===== src/rtl/cpu_ctrl_pkg.sv =====
// rtl/cpu_ctrl_pkg.sv - shared state, opcode and mux encodings for the multicycle controller (CTRL_ILLEGAL_TRAP_EN adds TRAP)
package cpu_ctrl_pkg;

  typedef enum logic [3:0] {
    S_FETCH     = 4'd0,
    S_DECODE    = 4'd1,
    S_MEM_ADR   = 4'd2,
    S_MEM_READ  = 4'd3,
    S_MEM_WB    = 4'd4,
    S_MEM_WRITE = 4'd5,
    S_EXEC_R    = 4'd6,
    S_EXEC_I    = 4'd7,
    S_ALU_WB    = 4'd8,
    S_BRANCH    = 4'd9,
    S_JAL       = 4'd10
`ifdef CTRL_ILLEGAL_TRAP_EN
    , S_TRAP    = 4'd11
`endif
  } state_t;

  localparam logic [6:0] OP_LW     = 7'b0000011;
  localparam logic [6:0] OP_SW     = 7'b0100011;
  localparam logic [6:0] OP_R      = 7'b0110011;
  localparam logic [6:0] OP_I      = 7'b0010011;
  localparam logic [6:0] OP_BRANCH = 7'b1100011;
  localparam logic [6:0] OP_JAL    = 7'b1101111;

  localparam logic [1:0] SRC_A_PC     = 2'd0;
  localparam logic [1:0] SRC_A_OLD_PC = 2'd1;
  localparam logic [1:0] SRC_A_RS1    = 2'd2;

  localparam logic [1:0] SRC_B_RS2    = 2'd0;
  localparam logic [1:0] SRC_B_IMM    = 2'd1;
  localparam logic [1:0] SRC_B_FOUR   = 2'd2;

  localparam logic [1:0] ALU_ADD      = 2'd0;
  localparam logic [1:0] ALU_SUB      = 2'd1;
  localparam logic [1:0] ALU_FUNCT    = 2'd2;

  localparam logic [1:0] RES_ALU_OUT  = 2'd0;
  localparam logic [1:0] RES_MEM      = 2'd1;
  localparam logic [1:0] RES_ALU      = 2'd2;

endpackage


===== src/rtl/ctrl_next_state.sv =====
// rtl/ctrl_next_state.sv - combinational next-state decode (CTRL_ILLEGAL_TRAP_EN routes illegal opcodes to TRAP)
module ctrl_next_state
  import cpu_ctrl_pkg::*;
(
  input  logic [3:0] state,
  input  logic [6:0] opcode,
  input  logic       mem_ready,
  output logic [3:0] next_state
);

  state_t ns;

  // Sequence the instruction phases; memory states hold until the access completes
  always_comb begin
    ns = S_FETCH;
    case (state_t'(state))
      S_FETCH:     ns = mem_ready ? S_DECODE : S_FETCH;
      S_DECODE: begin
        case (opcode)
          OP_LW, OP_SW: ns = S_MEM_ADR;
          OP_R:         ns = S_EXEC_R;
          OP_I:         ns = S_EXEC_I;
          OP_BRANCH:    ns = S_BRANCH;
          OP_JAL:       ns = S_JAL;
`ifdef CTRL_ILLEGAL_TRAP_EN
          default:      ns = S_TRAP;
`else
          default:      ns = S_FETCH;
`endif
        endcase
      end
      S_MEM_ADR:   ns = (opcode == OP_SW) ? S_MEM_WRITE : S_MEM_READ;
      S_MEM_READ:  ns = mem_ready ? S_MEM_WB : S_MEM_READ;
      S_MEM_WB:    ns = S_FETCH;
      S_MEM_WRITE: ns = mem_ready ? S_FETCH : S_MEM_WRITE;
      S_EXEC_R:    ns = S_ALU_WB;
      S_EXEC_I:    ns = S_ALU_WB;
      S_ALU_WB:    ns = S_FETCH;
      S_BRANCH:    ns = S_FETCH;
      S_JAL:       ns = S_ALU_WB;
`ifdef CTRL_ILLEGAL_TRAP_EN
      S_TRAP:      ns = S_TRAP;
`endif
      default:     ns = S_FETCH;
    endcase
  end

  assign next_state = ns;

endmodule


===== src/rtl/multicycle_controller.sv =====
// rtl/multicycle_controller.sv - Moore control FSM for the multicycle RV32I core (CTRL_ILLEGAL_TRAP_EN enables the trap state)
module multicycle_controller
  import cpu_ctrl_pkg::*;
(
  input  logic       clk,
  input  logic       reset,
  input  logic [6:0] opcode,
  input  logic [2:0] funct3,
  input  logic       zero,
  input  logic       mem_ready,
  output logic       ir_write,
  output logic       pc_write,
  output logic       adr_src,
  output logic       mem_req,
  output logic       mem_we,
  output logic       reg_write,
  output logic [1:0] alu_src_a,
  output logic [1:0] alu_src_b,
  output logic [1:0] alu_op,
  output logic [1:0] result_src,
  output logic       illegal_instr,
  output logic [3:0] state_dbg
);

  state_t     state;
  logic [3:0] next_state;
  logic       illegal_q;
  logic       unused_funct3;

  // Only funct3[0] distinguishes BEQ from BNE
  assign unused_funct3 = ^funct3[2:1];

  ctrl_next_state u_next_state (
    .state      (state),
    .opcode     (opcode),
    .mem_ready  (mem_ready),
    .next_state (next_state)
  );

  // State register; reset always lands in FETCH, abandoning any memory access
  always_ff @(posedge clk) begin
    if (reset) state <= S_FETCH;
    else       state <= state_t'(next_state);
  end

`ifdef CTRL_ILLEGAL_TRAP_EN
  // Sticky flag raised on the same edge that enters TRAP
  always_ff @(posedge clk) begin
    if (reset)
      illegal_q <= 1'b0;
    else if (state == S_DECODE && next_state == S_TRAP)
      illegal_q <= 1'b1;
  end
`else
  assign illegal_q = 1'b0;
`endif

  // State-decoded outputs; reset forces everything low so no write leaks in the reset cycle
  always_comb begin
    ir_write   = 1'b0;
    pc_write   = 1'b0;
    adr_src    = 1'b0;
    mem_req    = 1'b0;
    mem_we     = 1'b0;
    reg_write  = 1'b0;
    alu_src_a  = SRC_A_PC;
    alu_src_b  = SRC_B_RS2;
    alu_op     = ALU_ADD;
    result_src = RES_ALU_OUT;
    if (!reset) begin
      case (state)
        S_FETCH: begin
          mem_req    = 1'b1;
          alu_src_a  = SRC_A_PC;
          alu_src_b  = SRC_B_FOUR;
          result_src = RES_ALU;
          ir_write   = mem_ready;
          pc_write   = mem_ready;
        end
        S_DECODE: begin
          alu_src_a = SRC_A_OLD_PC;
          alu_src_b = SRC_B_IMM;
        end
        S_MEM_ADR: begin
          alu_src_a = SRC_A_RS1;
          alu_src_b = SRC_B_IMM;
        end
        S_MEM_READ: begin
          mem_req = 1'b1;
          adr_src = 1'b1;
        end
        S_MEM_WB: begin
          result_src = RES_MEM;
          reg_write  = 1'b1;
        end
        S_MEM_WRITE: begin
          mem_req = 1'b1;
          mem_we  = 1'b1;
          adr_src = 1'b1;
        end
        S_EXEC_R: begin
          alu_src_a = SRC_A_RS1;
          alu_src_b = SRC_B_RS2;
          alu_op    = ALU_FUNCT;
        end
        S_EXEC_I: begin
          alu_src_a = SRC_A_RS1;
          alu_src_b = SRC_B_IMM;
          alu_op    = ALU_FUNCT;
        end
        S_ALU_WB: begin
          result_src = RES_ALU_OUT;
          reg_write  = 1'b1;
        end
        S_BRANCH: begin
          alu_src_a  = SRC_A_RS1;
          alu_src_b  = SRC_B_RS2;
          alu_op     = ALU_SUB;
          result_src = RES_ALU_OUT;
          pc_write   = zero ^ funct3[0];
        end
        S_JAL: begin
          alu_src_a  = SRC_A_OLD_PC;
          alu_src_b  = SRC_B_FOUR;
          result_src = RES_ALU_OUT;
          pc_write   = 1'b1;
        end
        default: ;
      endcase
    end
  end

  assign illegal_instr = illegal_q & ~reset;
  assign state_dbg     = reset ? 4'd0 : state;

endmodule


===== config.mk =====
export PLATFORM = sky130hd
export DESIGN_NAME = multicycle_controller
export DESIGN_NICKNAME = d
export VERILOG_FILES = /design/src/rtl/cpu_ctrl_pkg.sv /design/src/rtl/ctrl_next_state.sv /design/src/rtl/multicycle_controller.sv
export SDC_FILE = /design/constraint.sdc
export NUM_CORES = 1
export LEC_CHECK = 0
export BUFFER_PORTS_ARGS = -buffer_cell sky130_fd_sc_hd__buf_4
export CAP_MARGIN = 20
export CORE_UTILIZATION = 30
export DETAILED_ROUTE_END_ITERATION = 16
export GPL_TIMING_DRIVEN = 0
export MAX_ROUTING_LAYER = met4
export PLACE_DENSITY = 0.68
export SLEW_MARGIN = 40
export SYNTH_ARGS = -nofsm -noshare
export SYNTH_HDL_FRONTEND = slang
export SYNTH_HIERARCHICAL = 1
export SYNTH_SLANG_ARGS = --single-unit
export TNS_END_PERCENT = 10

===== constraint.sdc =====
create_clock -name clk -period 4.3 [get_ports clk]
set_input_delay 0.215 -clock clk [delete_from_list [all_inputs] [get_ports clk]]
set_output_delay 0.215 -clock clk [all_outputs]
set_load 0.005 [all_outputs]

==> results of run 1 <==
[worst max-delay path by stage]
| stage | slack [ns] | start | end |
|---|---|---|---|
| after detailed placement | 2.69 | state[0] | state[1] |
| after global placement | 2.70 | state[1] | state[1] |
| after floorplan | 2.84 | state[1] | state[1] |
| after CTS | 2.51 | state[0] | pc_write |
| after global routing | 2.40 | state[1] | alu_src_b[0] |
| final | 2.54 | state[0] | pc_write |
[cells by family (layout without fill, tap and decap cells)]
logic type      count (synthesis)  after routing
xor+xnor                        5              5
compound gates                 15             15
mux                             1              1
buf+inv                         9             41
other cells                     1              1
flops                           4              4
simple gates                   56             56
[metrics by stage]
stage               instances  util (%)  hold slack [ns]
CTS                       150     46.19           0.3794
floorplan                  91         -           0.4568
global placement          147     45.06           0.6117
global route              150     46.19           0.3849
finish                    150     46.19           0.3803
detailed placement        147     45.06           0.6238
[where the power goes]
group | total [mW] | switching [mW] | internal, mW
Sequential | 0.0403 | 0.00211 | 0.0382
Combinational | 0.0463 | 0.0197 | 0.0266
Clock | 0.0443 | 0.0132 | 0.0311
Total | 0.131 | 0.0350 | 0.0958
[worst min-delay path: cells and delay by family]
family                 cells  cell delay (ns)
AOI/OAI and AO/OA          1             0.05
buffers and inverters      2             0.18
and+or+nand+nor            1             0.12
[Yosys cell counts, types with 2 or more instances]
cell type	instances
a21oi_1	5
a31oi_1	2
and2b_1	2
and2b_2	3
buf_2	2
buf_4	2
dfxtp_1	4
inv_1	3
nand2_1	9
nand3b_1	3
nor2_1	8
nor2b_1	8
nor3_1	4
nor3b_1	2
nor4_1	3
o22ai_1	2
or2_2	2
or2b_2	2
xnor2_1	4
[per-layer routing]
| layer | up-vias | part of all wire [%] | track usage (%) |
|---|---|---|---|
| li1 | 383 | - | - |
| met1 | 326 | 47 | 16.95 |
| met2 | 29 | 46 | 23.47 |
| met3 | 2 | 6.7 | 5.031 |
| met4 | 0 | 0.52 | 4.412 |
| met5 | - | 0 | - |
[layout make-up]
cell class	instances	area, um2
Buffer	6	41.29
Sequential cell	4	80.08
Timing Repair Buffer	29	217.7
Fill cell	225	1077
Inverter	3	11.26
Clock buffer	3	22.52
Multi-Input combinational cell	78	518.0
Tap cell	27	33.78
==> flow_metrics.tcl, run 1 <==
set metrics [dict create \
    r2r_slack_ns 2.70 \
    clock_latency_ns 0.23 \
    synth_top_family_by_area "simple AND/OR/NAND/NOR gates" \
    yosys_warnings 6 \
    clock.fmax_ghz 0.5692 \
    cp.required_ns 4.09 \
    die_w_um 48.57 \
    peakVddDrop_mv 0.1303 \
    critPathMaxFanout 11 \
    p_per_area_mw_per_mm2 141.5 \
    worstPathArrival_ns 1.54 \
    grt_pass1_wl_um 2704 \
    layout_commonest_cell "buf_4" \
    cp.depth 4 \
    ys_types 40 \
    synth.area.mux_share_pct 1.731 \
    clock_sinks 4 \
    cts-resized-gates 0 \
    core-area_mm2 0.002002 \
    grt-ovfl-total 0 \
    clkTransAtPathRegs_ns 0.04 \
    vias 740 \
    setup_tns_ns 0 \
    yosys.area_share.adder_pct 0 \
    grt_max_degree 13 \
    drc_errors 0 \
    die_area_mm2 0.002359 \
    ant_nets 0 \
    routed_wl_um 1530 \
    drv_slew 0 \
    syn_area_um2 650.6 \
    setup_viol 0 \
    fin_ws_ns 2.543 \
    cp_slowest_cell "dfxtp_1" \
    timing.final.crit_share_pct 40.86 \
    cp-start-kind "flop" \
    critPathKind "flop to primary output" \
    gp_congestion 0.7609 \
    num_rows 16 \
    antenna_found_initial 0 \
    synth_compound_area_share_pct 15.38 \
    n_antenna_cell 0 \
    largest_register_ff_count 4 \
    dp_slack_ns 2.690 \
    gr-usage-all-layers_pct 14.54 \
    final_hold_viol_count 0 \
    vias_per_cell 4.933 \
    seq_area_frac_synth_pct 12.31 \
    hold_path.class "input pin to flop" \
    cp.buffers_inverters 1 \
    top_regs "state: 4 flops" \
    final_nets 139 \
    fin_skew_ns 0.0001054 \
    slowest_delay_ns 0.49 \
    cp_top_family "simple AND/OR/NAND/NOR gates" \
    cts_hold_buffers 0 \
    drive_gt1_share_pct 40.65 \
    outcome "complete, no violations" \
    start_util_pct 32.50 \
    synthFlopType "dfxtp_1" \
    synth_edf_count 0 \
    avgSynthCellArea_um2 7.150 \
    place_hpwl_um 1225 \
    path_cells "nand2_1 -> or3_1 -> a31oi_1 -> buf_4" \
    netlist.area_leader.share_pct 12.31 \
    worst_hold_startpoint "opcode[3]" \
    cts_made_buffers 3 \
    firstDrtPassIters 4 \
    min_period_ns 1.757 \
    grt_pass1_vias 643 \
    fp.dieH_um 48.57 \
    synth_area_leader_cell "dfxtp_1" \
    drt_iter0_markers 8 \
    io_pins 33 \
    synthTopCellsByArea "dfxtp_1 12%, nor2b_1 7.7%, xnor2_1 5.4%" \
    reg2reg_from "state[1]" \
    total_power_mw 0.1308 \
    port-buffer-count 29 \
    p_leak_nw 0.4202 \
    min_to "state[1]" \
    whs_path_depth 4 \
    post-cts-setup-buffers 0 \
    dpl_cell_area_um2 902.1 \
    finalInstanceArea_um2 924.6 \
    final_cell_mix "31 x buf_4, 9 x nand2_1, 8 x nor2_1, 8 x nor2b_1, 5 x a21oi_1" \
    synth_simple_gate_area_share_pct 55.19 \
    rsz0062_at_grt "no" \
    regMostFlops "state" \
    syn_to_final_growth_pct 42.12 \
    syn_inst 91 \
    ys_ff_latch 4 \
    cts_buffer_depth 2 \
    cp-end-kind "primary output" \
    synth_xor_area_share_pct 6.731 \
    routedWlPerCell_um 10.20 \
    async_reset_ff_share_pct 0 \
    syn_nets 105 \
    reg2regPathDepth 5 \
    cts-root-buf "clkbuf_4" \
    r2r_end "state[1]" \
    cap_viol_max_count 0 \
    htreeDepth 1 \
    cts_tree "done" \
]
(Power assumes the default switching activity.)
==> run 2, diff against run 1 <==
- PLACE_DENSITY: 0.68 -> 0.7
- clock period: 4.3 -> 1.4 ns (I/O delays scaled with it)
==> flow_metrics.tcl, run 2 (synthesis results as in run 1) <==
set metrics [dict create \
    cts_made_buffers 3 \
    antenna_found_initial 0 \
    place_hpwl_um 1250 \
    peakVddDrop_mv 0.2829 \
    core-area_mm2 0.002002 \
    gr-usage-all-layers_pct 14.20 \
    clock_latency_ns 0.23 \
    worstPathArrival_ns 1.78 \
    final_nets 145 \
    clock_sinks 4 \
    grt_pass1_vias 640 \
    p_leak_nw 0.4665 \
    violations "setup timing" \
    ant_nets 0 \
    fillers 210 \
    largest_register_ff_count 4 \
    io_pins 33 \
    cts-root-buf "clkbuf_4" \
    final_hold_viol_count 0 \
    clkPwrFrac_pct 33.1 \
    clkTransAtPathRegs_ns 0.04 \
    clock.fmax_ghz 0.6177 \
    firstDrtPassIters 3 \
    fin_ws_ns -0.2190 \
    vias 743 \
    fp.dieH_um 48.57 \
    min_period_ns 1.619 \
    regMostFlops "state" \
    gp_congestion 0.7970 \
    reg2regPathDepth 6 \
    cap_viol_max_count 0 \
    grt_max_degree 12 \
    drive_gt1_share_pct 49.61 \
    syn_to_final_growth_pct 56.54 \
    multi_input_comb_area_um2 543.0 \
    p_per_area_mw_per_mm2 410.7 \
    swShare_pct 27.89 \
    routed_wl_um 1710 \
    min_to "state[1]" \
    outcome "complete, but fails checks" \
    cp-start-kind "flop" \
    routedWlPerCell_um 10.96 \
    fin_skew_ns 0.003473 \
    p_seq_share_pct 28.5 \
    port-buffer-count 29 \
    worst_hold_startpoint "opcode[3]" \
    top_regs "state: 4 flops" \
    vias_per_cell 4.763 \
    critPathKind "flop to flop" \
    setup_viol 12 \
    drc_errors 0 \
    drv_slew 0 \
    die_w_um 48.57 \
    whs_path_depth 4 \
    grt-ovfl-total 0 \
    start_util_pct 32.50 \
    r2r_slack_ns -0.22 \
    cts_buffer_depth 2 \
    setup_tns_ns -1.103 \
    intPower_mw 0.3016 \
    htreeDepth 1 \
    n_antenna_cell 0 \
    cp.required_ns 1.56 \
    hold_path.class "input pin to flop" \
    p_comb_share_pct 38.5 \
    p_switching_mw 0.1167 \
    rsz0062_at_grt "yes" \
    reg2reg_from "state[2]" \
    cp-end-kind "flop" \
    cts_tree "done" \
    die_area_mm2 0.002359 \
    total_power_mw 0.4183 \
    layout_commonest_cell "buf_4" \
    num_rows 16 \
    r2r_end "state[1]" \
    final_cell_mix "35 x buf_4, 9 x nand2_1, 8 x nor2b_1, 7 x nor2_1, 5 x a21oi_1" \
    timing.final.crit_share_pct 115.6 \
    regArea_um2 92.59 \
    grt_pass1_wl_um 2649 \
    critPathMaxFanout 3 \
    drt_iter0_markers 11 \
]
## run 2: power by group through the flow
| stage | logic, mW | clock network, mW | registers (mW) |
|---|---|---|---|
| floorplan | 0.0768 | 0 | 0.123 |
| global placement | 0.140 | 0 | 0.125 |
| detailed placement | 0.143 | 0 | 0.126 |
| CTS | 0.152 | 0.149 | 0.119 |
| global route | 0.174 | 0.153 | 0.119 |
| finish | 0.161 | 0.138 | 0.119 |
## run 2: layout make-up
| type | count | share of cell area, % |
|---|---|---|
| multi-input combinational | 78 | 53.32 |
| timing repair buffer | 36 | 27.27 |
| sequential | 4 | 9.091 |
| buffer | 5 | 3.685 |
| tap | 27 | 3.317 |
| clock buffer | 3 | 2.211 |
| inverter | 3 | 1.106 |
## run 2: layer usage
layer  global-route usage (%)  vias up  part of all wire [%]
li1                         -      392                     -
met1                    14.69      322                    45
met2                    27.00       29                    48
met3                    2.516        0                   7.2
met4                    4.412        0                     0
met5                        -        -                     0
## run 2: what timing repair did
action                     4_1_cts  5_1_grt
resized for setup               14        2
setup endpoints to repair       17       17
hold buffers                     0        0
buffers inserted                 3        4
pin swaps                        7        7
## run 2: critical path, stage by stage (launching register included)
cell	delay, ns
dfxtp_4	0.34
buf_6	0.12
or4b_4	0.52
nor4_4	0.19
a21oi_1	0.11
o22ai_1	0.13
nor2b_1	0.14
## run 2: stage by stage
step	utilization (%)	hold slack (ns)	area, um2	setup WS, ns	std cells
2_1_floorplan	-	0.1749	650.6	-0.05649	91
3_3_place_gp	45.06	0.4005	902.1	-0.2308	147
3_5_place_dp	45.06	0.4071	902.1	-0.2589	147
4_1_cts	49.56	0.2237	992.2	-0.2435	153
5_1_grt	50.88	0.2435	1018	-0.2665	156
6_report	50.88	0.2280	1018	-0.2190	156
## run 2: how the worst max path moves through the flow
stage / start / endpoint
2_1_floorplan: state[1] / state[1]
3_3_place_gp: state[1] / state[1]
3_5_place_dp: state[0] / state[1]
4_1_cts: state[2] / state[1]
5_1_grt: state[2] / state[1]
6_report: state[2] / state[1]
==> run 3, diff against run 2 <==
- SYNTH_HIERARCHICAL: 1 -> unset
==> flow_metrics.tcl, run 3 <==
set metrics [dict create \
    outcome "complete, but fails checks" \
    violations "setup timing" \
    netlist_top_cells_count "9 x nor2b_1, 7 x nor2_1, 6 x a21oi_1, 6 x nand2_1, 5 x buf_2" \
    min_to "state[0]" \
    yosys.area_share.adder_pct 0 \
    synth_simple_gate_area_share_pct 52.47 \
    p_per_area_mw_per_mm2 406.5 \
    yosys_warnings 0 \
    clock.fmax_ghz 0.6852 \
    yosysMostFrequentCell "nor2b_1" \
    rsz0062_at_grt "yes" \
    netlist.area_leader.share_pct 12.62 \
    r2r_end "state[3]" \
    p_comb_share_pct 35.1 \
    synth_top_family_by_area "simple AND/OR/NAND/NOR gates" \
    synth_edf_count 0 \
    routed_wl_um 1780 \
    reg2reg_from "state[0]" \
    syn_area_um2 634.4 \
    synthTopCellsByArea "dfxtp_1 13%, nor2b_1 8.9%, a21oi_1 4.7%" \
    p_leak_nw 0.4419 \
    seq_area_frac_synth_pct 12.62 \
    fin_ws_ns -0.05948 \
    vias_per_cell 4.903 \
    async_reset_ff_share_pct 0 \
    syn_to_final_growth_pct 58.58 \
    syn_inst 93 \
    place_hpwl_um 1335 \
    worst_hold_startpoint "opcode[3]" \
    io_pins 33 \
    synth_compound_area_share_pct 17.16 \
    top_layer_used "met4" \
    start_util_pct 32.01 \
    firstDrtPassIters 4 \
    grt_pass1_vias 662 \
    finalInstanceArea_mm2 0.001006 \
    p_seq_share_pct 28.9 \
    drv_slew 0 \
    htreeDepth 1 \
    dpl_cell_area_um2 885.9 \
    clock_sinks 4 \
    final_core_util_pct 50.76 \
    num_rows 16 \
    drt_iter0_markers 6 \
    ys_ff_latch 4 \
    syn_nets 107 \
    vias 755 \
    wl_met2_um 889 \
    port-buffer-count 29 \
    critPathKind "flop to primary output" \
    largest_register_ff_count 4 \
    synth_area_leader_cell "dfxtp_1" \
    routedWlPerCell_um 11.56 \
    cts_hold_buffers 0 \
    gp_congestion 0.7675 \
    die_area_mm2 0.002303 \
    drive_gt1_share_pct 45.67 \
    synth_xor_area_share_pct 5.523 \
    core-area_mm2 0.001982 \
    die_w_um 47.99 \
    dp_slack_ns -0.02092 \
    critPathMaxFanout 7 \
    cts_made_buffers 3 \
    whs_path_depth 4 \
    min_period_ns 1.459 \
    fillers 195 \
    setup_viol 2 \
    synthFlopType "dfxtp_1" \
    cp-end-kind "primary output" \
    cts-root-buf "clkbuf_4" \
    drc_errors 0 \
    wl_met3_um 69 \
    reg2regPathDepth 4 \
    fin_skew_ns 0.005280 \
    final_nets 143 \
    synth.area.mux_share_pct 3.550 \
    final_hold_viol_count 0 \
    antenna_found_initial 0 \
    r2r_slack_ns 0.06 \
    ant_nets 0 \
    intPower_mw 0.2884 \
    clkTransAtPathRegs_ns 0.04 \
    peakVddDrop_mv 0.2861 \
    fp.dieH_um 47.99 \
    cts_tree "done" \
    regMostFlops "state" \
    top_regs "state: 4 flops" \
    drt-met1-wl_um 801 \
    final_cell_mix "34 x buf_4, 8 x nor2b_1, 6 x nor2_1, 6 x nand2_1, 5 x a21oi_1" \
    swShare_pct 29.46 \
    avgSynthCellArea_um2 6.821 \
    p_switching_mw 0.1204 \
    clock_latency_ns 0.24 \
    n_antenna_cell 0 \
    timing.final.crit_share_pct 104.2 \
    cp-start-kind "flop" \
    grt_pass1_wl_um 2808 \
    hold_path.class "input pin to flop" \
    layout_commonest_cell "buf_4" \
    grt_max_degree 11 \
    worstPathArrival_ns 1.39 \
    grt-ovfl-total 0 \
    cp.required_ns 1.33 \
    cts_buffer_depth 2 \
    ys_types 36 \
    cap_viol_max_count 0 \
    clkPwrFrac_pct 36.0 \
    gr-usage-all-layers_pct 17.38 \
]
## run 3: cell count changes after synthesis, sizes merged, moves of 3 or more
cell,delta
o21ai,+4
nand2,-3
and3,+3
or2b,-3
and2b,-4
nand2b,+3
inv,-3
## run 3: area by class of cell
cell class | instances | area (um2) | share of cell area, %
plain buffers | 7 | 63.81 | 6.343
flip-flops and latches | 4 | 92.59 | 9.204
multi-input cells | 80 | 545.5 | 54.23
repair buffers | 33 | 247.7 | 24.63
well taps | 27 | 33.78 | 3.358
clock buffers | 3 | 22.52 | 2.239
## run 3: worst max path at each step
stage / from / to / slack (ns) / cells after the start
after global placement: state[1] / alu_src_a[0] / 0.0005 / 5
after detailed placement: state[1] / alu_src_a[0] / -0.02 / 5
final: state[2] / alu_src_a[1] / -0.06 / 4
after floorplan: state[2] / state[3] / 0.19 / 5
after CTS: state[2] / alu_src_a[1] / -0.03 / 4
after global routing: state[2] / alu_src_a[1] / -0.09 / 4
## run 3: metrics by stage
| step | cells | setup TNS, ns | hold WS [ns] | power (mW) |
|---|---|---|---|---|
| 2_1_floorplan | 93 | 0 | 0.1716 | 0.1842 |
| 3_3_place_gp | 149 | 0 | 0.3911 | 0.2464 |
| 3_5_place_dp | 149 | -0.02092 | 0.4012 | 0.2499 |
| 4_1_cts | 154 | -0.07641 | 0.1395 | 0.4090 |
| 5_1_grt | 154 | -0.2751 | 0.1575 | 0.4287 |
| 6_report | 154 | -0.06963 | 0.1358 | 0.4089 |
## run 3: logic make-up (layout without fill, tap and decap cells)
group,Yosys count,count (layout)
compound gates,18,18
xor+xnor,4,4
buf+inv,9,43
flops,4,4
mux,2,2
other cells,1,1
simple gates,55,55
## run 3: critical path: stages, from the launching register on
cell	delay [ns]
dfxtp_4	0.36
nand2b_4	0.16
or3b_4	0.38
a21oi_2	0.13
buf_4	0.12
## run 3: routing by layer
layer,vias up,global-route usage [%]
met5,-,-
met1,335,19.29
met3,2,0.3774
met4,0,6.111
met2,24,32.70
li1,394,-
## run 3: power groups by stage
| stage | clock network (mW) | logic [mW] | registers (mW) |
|---|---|---|---|
| 2_1_floorplan | 0 | 0.0635 | 0.121 |
| 3_3_place_gp | 0 | 0.125 | 0.121 |
| 3_5_place_dp | 0 | 0.129 | 0.121 |
| 4_1_cts | 0.149 | 0.142 | 0.118 |
| 5_1_grt | 0.152 | 0.158 | 0.119 |
| 6_report | 0.147 | 0.144 | 0.118 |
## run 3: what timing repair did
item                       in CTS  in global routing
buffers inserted                4                  0
pin swaps                       3                  6
setup endpoints to repair      12                  9
resized for setup              23                  2
